--- src/rtl/leb128_pkg.sv ---
// Shared LEB128 definitions: sizes, writer FSM state encoding and the
// minimal-length helper used by both the writer and the parser-side checks.
package leb128_pkg;

    localparam int LEB128_MAX_BYTES = 8;
    localparam int LEB128_DATA_W    = 56;

    typedef enum logic [0:0] {
        LEB128_WR_IDLE = 1'b0,
        LEB128_WR_EMIT = 1'b1
    } leb128_wr_state_e;

    // Number of bytes a minimal encoding needs: index of the highest
    // non-zero 7-bit group plus one, never less than one (value 0 -> 1).
    function automatic logic [3:0] leb128_min_len(input logic [LEB128_DATA_W-1:0] value);
        logic [3:0] n;
        n = 4'd1;
        for (int i = 1; i < LEB128_MAX_BYTES; i++) begin
            if (value[i*7 +: 7] != 7'd0) begin
                n = 4'(i + 1);
            end
        end
        return n;
    endfunction

endpackage

--- src/rtl/leb128_writer_if.sv ---
// Bundle of the value-in and byte-out handshakes of the LEB128 writer.
// master: the side feeding values and consuming bytes; slave: the writer.
interface leb128_writer_if
    import leb128_pkg::*;
#(
    parameter int DATA_W = LEB128_DATA_W
);
    logic              in_valid;
    logic              in_ready;
    logic [DATA_W-1:0] in_value;
    logic [3:0]        in_pad_len;
    logic [7:0]        out_byte;
    logic              out_valid;
    logic              out_ready;
    logic              out_last;
    logic              done;
    logic [3:0]        out_len;
    logic              len_err;

    modport master (
        output in_valid, in_value, in_pad_len, out_ready,
        input  in_ready, out_byte, out_valid, out_last, done, out_len, len_err
    );

    modport slave (
        input  in_valid, in_value, in_pad_len, out_ready,
        output in_ready, out_byte, out_valid, out_last, done, out_len, len_err
    );
endinterface

--- src/rtl/leb128_writer.sv ---
// Serialises an unsigned value into an AV1 leb128() byte stream, least
// significant 7-bit group first, optionally zero-padded to a fixed length.
module leb128_writer
    import leb128_pkg::*;
#(
    parameter int DATA_W    = LEB128_DATA_W,
    parameter int MAX_BYTES = LEB128_MAX_BYTES
) (
    input  logic           clk,
    input  logic           rst,
    leb128_writer_if.slave bus
);

    leb128_wr_state_e  state_q, state_d;
    logic [DATA_W-1:0] shreg_q, shreg_d;
    logic [3:0]        rem_q, rem_d;
    logic [3:0]        cnt_q, cnt_d;
    logic              err_pend_q, err_pend_d;
    logic              done_q, done_d;
    logic [3:0]        out_len_q, out_len_d;
    logic              len_err_q, len_err_d;

    logic [3:0]        min_len;
    logic [3:0]        req_len;
    logic [3:0]        enc_len;
    logic              enc_err;
    logic              accept;
    logic              byte_xfer;
    logic              last_xfer;

    // Length selection for the value currently offered on the input.
    always_comb begin
        min_len = leb128_min_len(bus.in_value);
        req_len = (bus.in_pad_len > 4'(MAX_BYTES)) ? 4'(MAX_BYTES) : bus.in_pad_len;
        enc_err = (req_len != 4'd0) && (req_len < min_len);
        enc_len = ((req_len == 4'd0) || (req_len < min_len)) ? min_len : req_len;
    end

    // Handshake qualifiers, all gated by the registered state.
    always_comb begin
        accept    = (state_q == LEB128_WR_IDLE) && bus.in_valid;
        byte_xfer = (state_q == LEB128_WR_EMIT) && bus.out_ready;
        last_xfer = byte_xfer && (rem_q == 4'd1);
    end

    // FSM state register; reset drops any partial encoding.
    always_ff @(posedge clk or posedge rst) begin
        if (rst) begin
            state_q <= LEB128_WR_IDLE;
        end else begin
            state_q <= state_d;
        end
    end

    // FSM next state: one value per IDLE visit, leave EMIT on the last byte.
    always_comb begin
        state_d = state_q;
        case (state_q)
            LEB128_WR_IDLE: if (accept)    state_d = LEB128_WR_EMIT;
            LEB128_WR_EMIT: if (last_xfer) state_d = LEB128_WR_IDLE;
            default:                       state_d = LEB128_WR_IDLE;
        endcase
    end

    // FSM outputs decoded from registered state only (no in/out ready paths).
    always_comb begin
        bus.in_ready  = (state_q == LEB128_WR_IDLE);
        bus.out_valid = (state_q == LEB128_WR_EMIT);
        bus.out_last  = (state_q == LEB128_WR_EMIT) && (rem_q == 4'd1);
        bus.out_byte  = 8'h00;
        if (state_q == LEB128_WR_EMIT) begin
            bus.out_byte = {rem_q != 4'd1, shreg_q[6:0]};
        end
    end

    // Counters, status latches and the shift register's next values.
    always_comb begin
        shreg_d    = shreg_q;
        rem_d      = rem_q;
        cnt_d      = cnt_q;
        err_pend_d = err_pend_q;
        done_d     = 1'b0;
        out_len_d  = out_len_q;
        len_err_d  = len_err_q;
        if (accept) begin
            shreg_d    = bus.in_value;
            rem_d      = enc_len;
            cnt_d      = 4'd0;
            err_pend_d = enc_err;
        end else if (byte_xfer) begin
            // Zero fill makes exhausted groups emit as 0x80 / final 0x00 padding.
            shreg_d = shreg_q >> 7;
            rem_d   = rem_q - 4'd1;
            cnt_d   = cnt_q + 4'd1;
            if (rem_q == 4'd1) begin
                done_d    = 1'b1;
                out_len_d = cnt_q + 4'd1;
                len_err_d = err_pend_q;
            end
        end
    end

    // Control and status registers.
    always_ff @(posedge clk or posedge rst) begin
        if (rst) begin
            rem_q      <= 4'd0;
            cnt_q      <= 4'd0;
            err_pend_q <= 1'b0;
            done_q     <= 1'b0;
            out_len_q  <= 4'd0;
            len_err_q  <= 1'b0;
        end else begin
            rem_q      <= rem_d;
            cnt_q      <= cnt_d;
            err_pend_q <= err_pend_d;
            done_q     <= done_d;
            out_len_q  <= out_len_d;
            len_err_q  <= len_err_d;
        end
    end

    // Value shift register; only observed in EMIT, so it needs no reset.
    always_ff @(posedge clk) begin
        shreg_q <= shreg_d;
    end

    assign bus.done    = done_q;
    assign bus.out_len = out_len_q;
    assign bus.len_err = len_err_q;

endmodule

--- src/flat_wrapper.sv ---
// flat-port wrapper written by rule: the top's interface ports become plain ports
module leb128_writer_flat import leb128_pkg::*;
#(
    parameter int DATA_W    = LEB128_DATA_W,
    parameter int MAX_BYTES = LEB128_MAX_BYTES
)
  (clk, rst, bus_in_valid, bus_in_value, bus_in_pad_len, bus_out_ready, bus_in_ready, bus_out_byte, bus_out_valid, bus_out_last, bus_done, bus_out_len, bus_len_err);
  leb128_writer_if #(.DATA_W(DATA_W)) bus_i ();
  input  logic clk;
  input  logic rst;
  input wire logic [$bits(bus_i.in_valid)-1:0] bus_in_valid;
  input wire logic [$bits(bus_i.in_value)-1:0] bus_in_value;
  input wire logic [$bits(bus_i.in_pad_len)-1:0] bus_in_pad_len;
  input wire logic [$bits(bus_i.out_ready)-1:0] bus_out_ready;
  output wire logic [$bits(bus_i.in_ready)-1:0] bus_in_ready;
  output wire logic [$bits(bus_i.out_byte)-1:0] bus_out_byte;
  output wire logic [$bits(bus_i.out_valid)-1:0] bus_out_valid;
  output wire logic [$bits(bus_i.out_last)-1:0] bus_out_last;
  output wire logic [$bits(bus_i.done)-1:0] bus_done;
  output wire logic [$bits(bus_i.out_len)-1:0] bus_out_len;
  output wire logic [$bits(bus_i.len_err)-1:0] bus_len_err;
  assign bus_i.in_valid = bus_in_valid;
  assign bus_i.in_value = bus_in_value;
  assign bus_i.in_pad_len = bus_in_pad_len;
  assign bus_i.out_ready = bus_out_ready;
  assign bus_in_ready = bus_i.in_ready;
  assign bus_out_byte = bus_i.out_byte;
  assign bus_out_valid = bus_i.out_valid;
  assign bus_out_last = bus_i.out_last;
  assign bus_done = bus_i.done;
  assign bus_out_len = bus_i.out_len;
  assign bus_len_err = bus_i.len_err;
  leb128_writer #(.DATA_W(DATA_W), .MAX_BYTES(MAX_BYTES)) u_core (.clk(clk), .rst(rst), .bus(bus_i));
endmodule
--- config.mk ---
export PLATFORM = sky130hd
export DESIGN_NAME = leb128_writer_flat
export DESIGN_NICKNAME = d
export VERILOG_FILES = /design/src/rtl/leb128_pkg.sv /design/src/rtl/leb128_writer_if.sv /design/src/rtl/leb128_writer.sv /design/src/flat_wrapper.sv
export SDC_FILE = /design/constraint.sdc
export NUM_CORES = 1
export LEC_CHECK = 0
export CAP_MARGIN = 5
export CORE_MARGIN = 5
export CORE_UTILIZATION = 54
export CTS_CLUSTER_SIZE = 8
export DETAILED_ROUTE_END_ITERATION = 10
export PLACE_DENSITY = 0.85
export SLEW_MARGIN = 10
export SYNTH_ARGS = -nofsm -noshare
export SYNTH_HDL_FRONTEND = slang
export SYNTH_SLANG_ARGS = --single-unit
--- constraint.sdc ---
create_clock -name clk -period 3.7 [get_ports clk]
set_input_delay 0.37 -clock clk [delete_from_list [all_inputs] [get_ports clk]]
set_output_delay 0.37 -clock clk [all_outputs]
set_load 0.05 [all_outputs]
==> results_dict.tcl <==
set metrics [dict create \
    final_cells 522 \
    grt_max_degree 62 \
    worst_setup_path_end_kind "flip-flop" \
    yosys.cell_count.top_type "sky130_fd_sc_hd__nand2_1" \
    maxSlewHeadroom 0.598 \
    synth_cell_type_count 40 \
    setup_repair_after_global_routing_missed_its_margin "no" \
    avgSynthCellArea_um2 9.77 \
    power.internal_w 0.00194 \
    fp-row-count 29 \
    async_reset_ff_frac 0.222 \
    detailedRoute.firstPassIterationCount 4 \
    route.final.wire_length_um 7780 \
    dp.cells 506 \
    powerDensity_nw_per_um2 622 \
    layout-area-overhead-vs-synth_pct 31.9 \
    worst-slew-pin-transition_ns 0.603 \
    fin_nets 510 \
    place_hpwl_um 5530 \
    worstPathRequired_ns 3.95 \
    finalWorstPathRequiredPeriod_ns 3.08 \
    yosysTopAreaCellShare 0.477 \
    cp_max_fo 3 \
    netlist_instances 361 \
    combPwrFrac 0.314 \
    clock_path_buffers 2 \
    grt_use_total 0.189 \
    post_cts_hold_buffer_count 0 \
    max_cap_viol_count 0 \
    cellLeakagePower_nw 1.94 \
    cts-buffers-inserted 9 \
    switchingPower_w 0.000957 \
    grt_overflow_total 0 \
    syn_nets 431 \
    cts_post_setup_buffers_inserted 0 \
    critical_path_class "input port to flip-flop" \
    tritoncts_clock_tree "yes" \
    path_clk_slew_ns 0.08 \
    synth_largest_area_cell "sky130_fd_sc_hd__edfxtp_1" \
    wl_per_cell_um 14.9 \
    setup_violations_final 0 \
    totalNegativeSetupSlack_ns 0 \
    cts_resized 0 \
    gp_congestion 0.836 \
    hold_class "input port to async pin" \
    postSynth.topFlopCell "sky130_fd_sc_hd__edfxtp_1" \
    post_synth_most_frequent_cells "sky130_fd_sc_hd__nand2_1, sky130_fd_sc_hd__edfxtp_1, sky130_fd_sc_hd__and2_1" \
    min_period_over_period 0.833 \
    die_h_um 90.8 \
    critPathLaunchType "input port" \
    synth.ff_latch_count 72 \
    cts_sinks 72 \
    p_clk_frac 0.244 \
    die-area_um2 8250 \
    grt_pass1_wl_um 12400 \
    cell_types_occupying_the_most_area_after_synthesis "sky130_fd_sc_hd__edfxtp_1, sky130_fd_sc_hd__nand2_1, sky130_fd_sc_hd__dfrtp_1" \
    synth_area_um2 3530 \
    clock_tree.htree_level_count 3 \
    detailedRoute.firstIterationViolations 175 \
    clock_insertion_delay_at_the_later_pin_of_the_skew_report_ns 0.35 \
    drc 0 \
    netSwitchingFraction 0.330 \
    io_pins 81 \
    cp.arrival_ns 3.33 \
    first_global_vias 2688 \
    drive_gt1_frac 0.0719 \
    synth.yosys.seq_area_share 0.590 \
    route.antenna.remaining_nets 0 \
    final_hold_viol_count 0 \
    timing_max_transition_violations_final 0 \
    achievable-frequency_ghz 0.324 \
    seqPwrFrac 0.442 \
    worst_ir_drop_vdd_mv 0.453 \
    final.fill_count 475 \
    total_of_buffers_placed_on_input_and_output_ports 80 \
    grt_antenna_before_repair 0 \
    vias_per_instance 5.26 \
    routed-via-count 2747 \
    antennaDiodeCount 0 \
    synth_enable_flop_cells 56 \
    cts_root_buffer "sky130_fd_sc_hd__clkbuf_8" \
    design.core.area_um2 6350 \
    worst_clock_skew_ns 0.0109 \
    ys.warnings.count 0 \
    result_of_the_run "complete, no violations" \
    effective_utilization_at_floorplan 0.555 \
    dieWidth_um 90.8 \
]
[registers in the layout (all words and copies together), names as in the netlist]
| name | count |
|---|---|
| u_core.shreg_q | 56 |
| u_core.bus.out_len | 4 |
| u_core.cnt_q | 4 |
| u_core.rem_q | 4 |
| u_core.bus.done | 1 |
| u_core.bus.len_err | 1 |
| u_core.bus.out_valid | 1 |
| u_core.err_pend_q | 1 |
[layer usage]
metal  up-vias  part of all wire  global-route usage
li1       1369                 -                   -
met1      1282              0.41               0.233
met2        86              0.51               0.317
met3        10             0.068              0.0450
met4         0             0.011              0.0770
met5         -                 0                   0
[per-stage QoR]
step           utilization  setup slack (ns)  hold slack [ns]  power (W)  area, µm²
6_report             0.733             0.618            0.382    0.00290       4650
5_1_grt              0.733             0.343            0.474    0.00305       4650
4_1_cts              0.733             0.632            0.400    0.00291       4650
2_1_floorplan            -             0.950            0.284    0.00188       3530
3_3_place_gp         0.695             0.326            0.461    0.00216       4410
3_5_place_dp         0.695             0.276            0.475    0.00221       4410
[final timing paths]
check	to	cells after the start	slack [ns]	start
setup / recovery	u_core.rem_q[2]	11	0.62	bus_in_value[44]
hold / removal	u_core.bus.out_len[3]	2	0.38	rst
setup reg to reg	u_core.shreg_q[41]	4	1.46	u_core.bus.out_valid
hold reg to reg	u_core.bus.out_len[1]	2	0.49	u_core.bus.out_len[1]
max in group asynchronous	u_core.rem_q[2]	2	2.92	rst
min in group clk	u_core.bus.out_len[1]	2	0.49	u_core.bus.out_len[1]
[cell families (layout without fill, tap and decap cells)]
group,Yosys count,count (layout),synth area share
DFF,72,72,0.590
xor gates and xnor gates,5,5,0.0124
adders and majority gates,6,6,0.0213
and+or+nand+nor,226,226,0.290
AOI/OAI and AO/OA,27,27,0.0582
buffers and inverters,25,109,0.0277
[power groups by stage]
stage | combinational (W) | clock (W) | sequential (W)
after global routing | 0.000992 | 0.000751 | 0.00130
after floorplan | 0.000525 | 0 | 0.00136
after detailed placement | 0.000911 | 0 | 0.00130
after global placement | 0.000878 | 0 | 0.00128
after CTS | 0.000917 | 0.000712 | 0.00128
final | 0.000909 | 0.000707 | 0.00128
[critical path, cell delays in order]
cell                              delay, ns
sky130_fd_sc_hd__clkdlybuf4s50_1       0.41
sky130_fd_sc_hd__or4_1                 0.58
sky130_fd_sc_hd__nor4_4                0.20
sky130_fd_sc_hd__nand3_1               0.13
sky130_fd_sc_hd__o21ai_0               0.28
sky130_fd_sc_hd__ha_1                  0.30
sky130_fd_sc_hd__a21o_1                0.16
sky130_fd_sc_hd__a221oi_1              0.38
sky130_fd_sc_hd__nand3_1               0.14
sky130_fd_sc_hd__a2bb2oi_2             0.17
sky130_fd_sc_hd__o221ai_1              0.21
[cell usage in the layout (no fill, tap or decap), drive strengths merged, types with 2 or more instances in the layout]
cell,count
a22o,2
o221ai,2
a21o,2
clkdlybuf4s50,80
buf,4
xnor2,3
clkbuf,15
or4,4
dfrtp,16
inv,9
nor2b,3
ha,6
a211oi,2
o21ai,11
xor2,2
nor4,8
and2,17
nand3,4
nor2,9
nor3,4
edfxtp,56
nand2,171
[cell type report]
cell class	instances	area, µm²	area share
clock inverter	1	8.76	0.00188
tap	77	96.3	0.0207
timing repair buffer	84	843	0.181
clock buffer	15	231	0.0497
inverter	9	33.8	0.00726
multi-input combinational	264	1360	0.292
sequential	72	2080	0.447
Power figures use the tool's default switching activity.
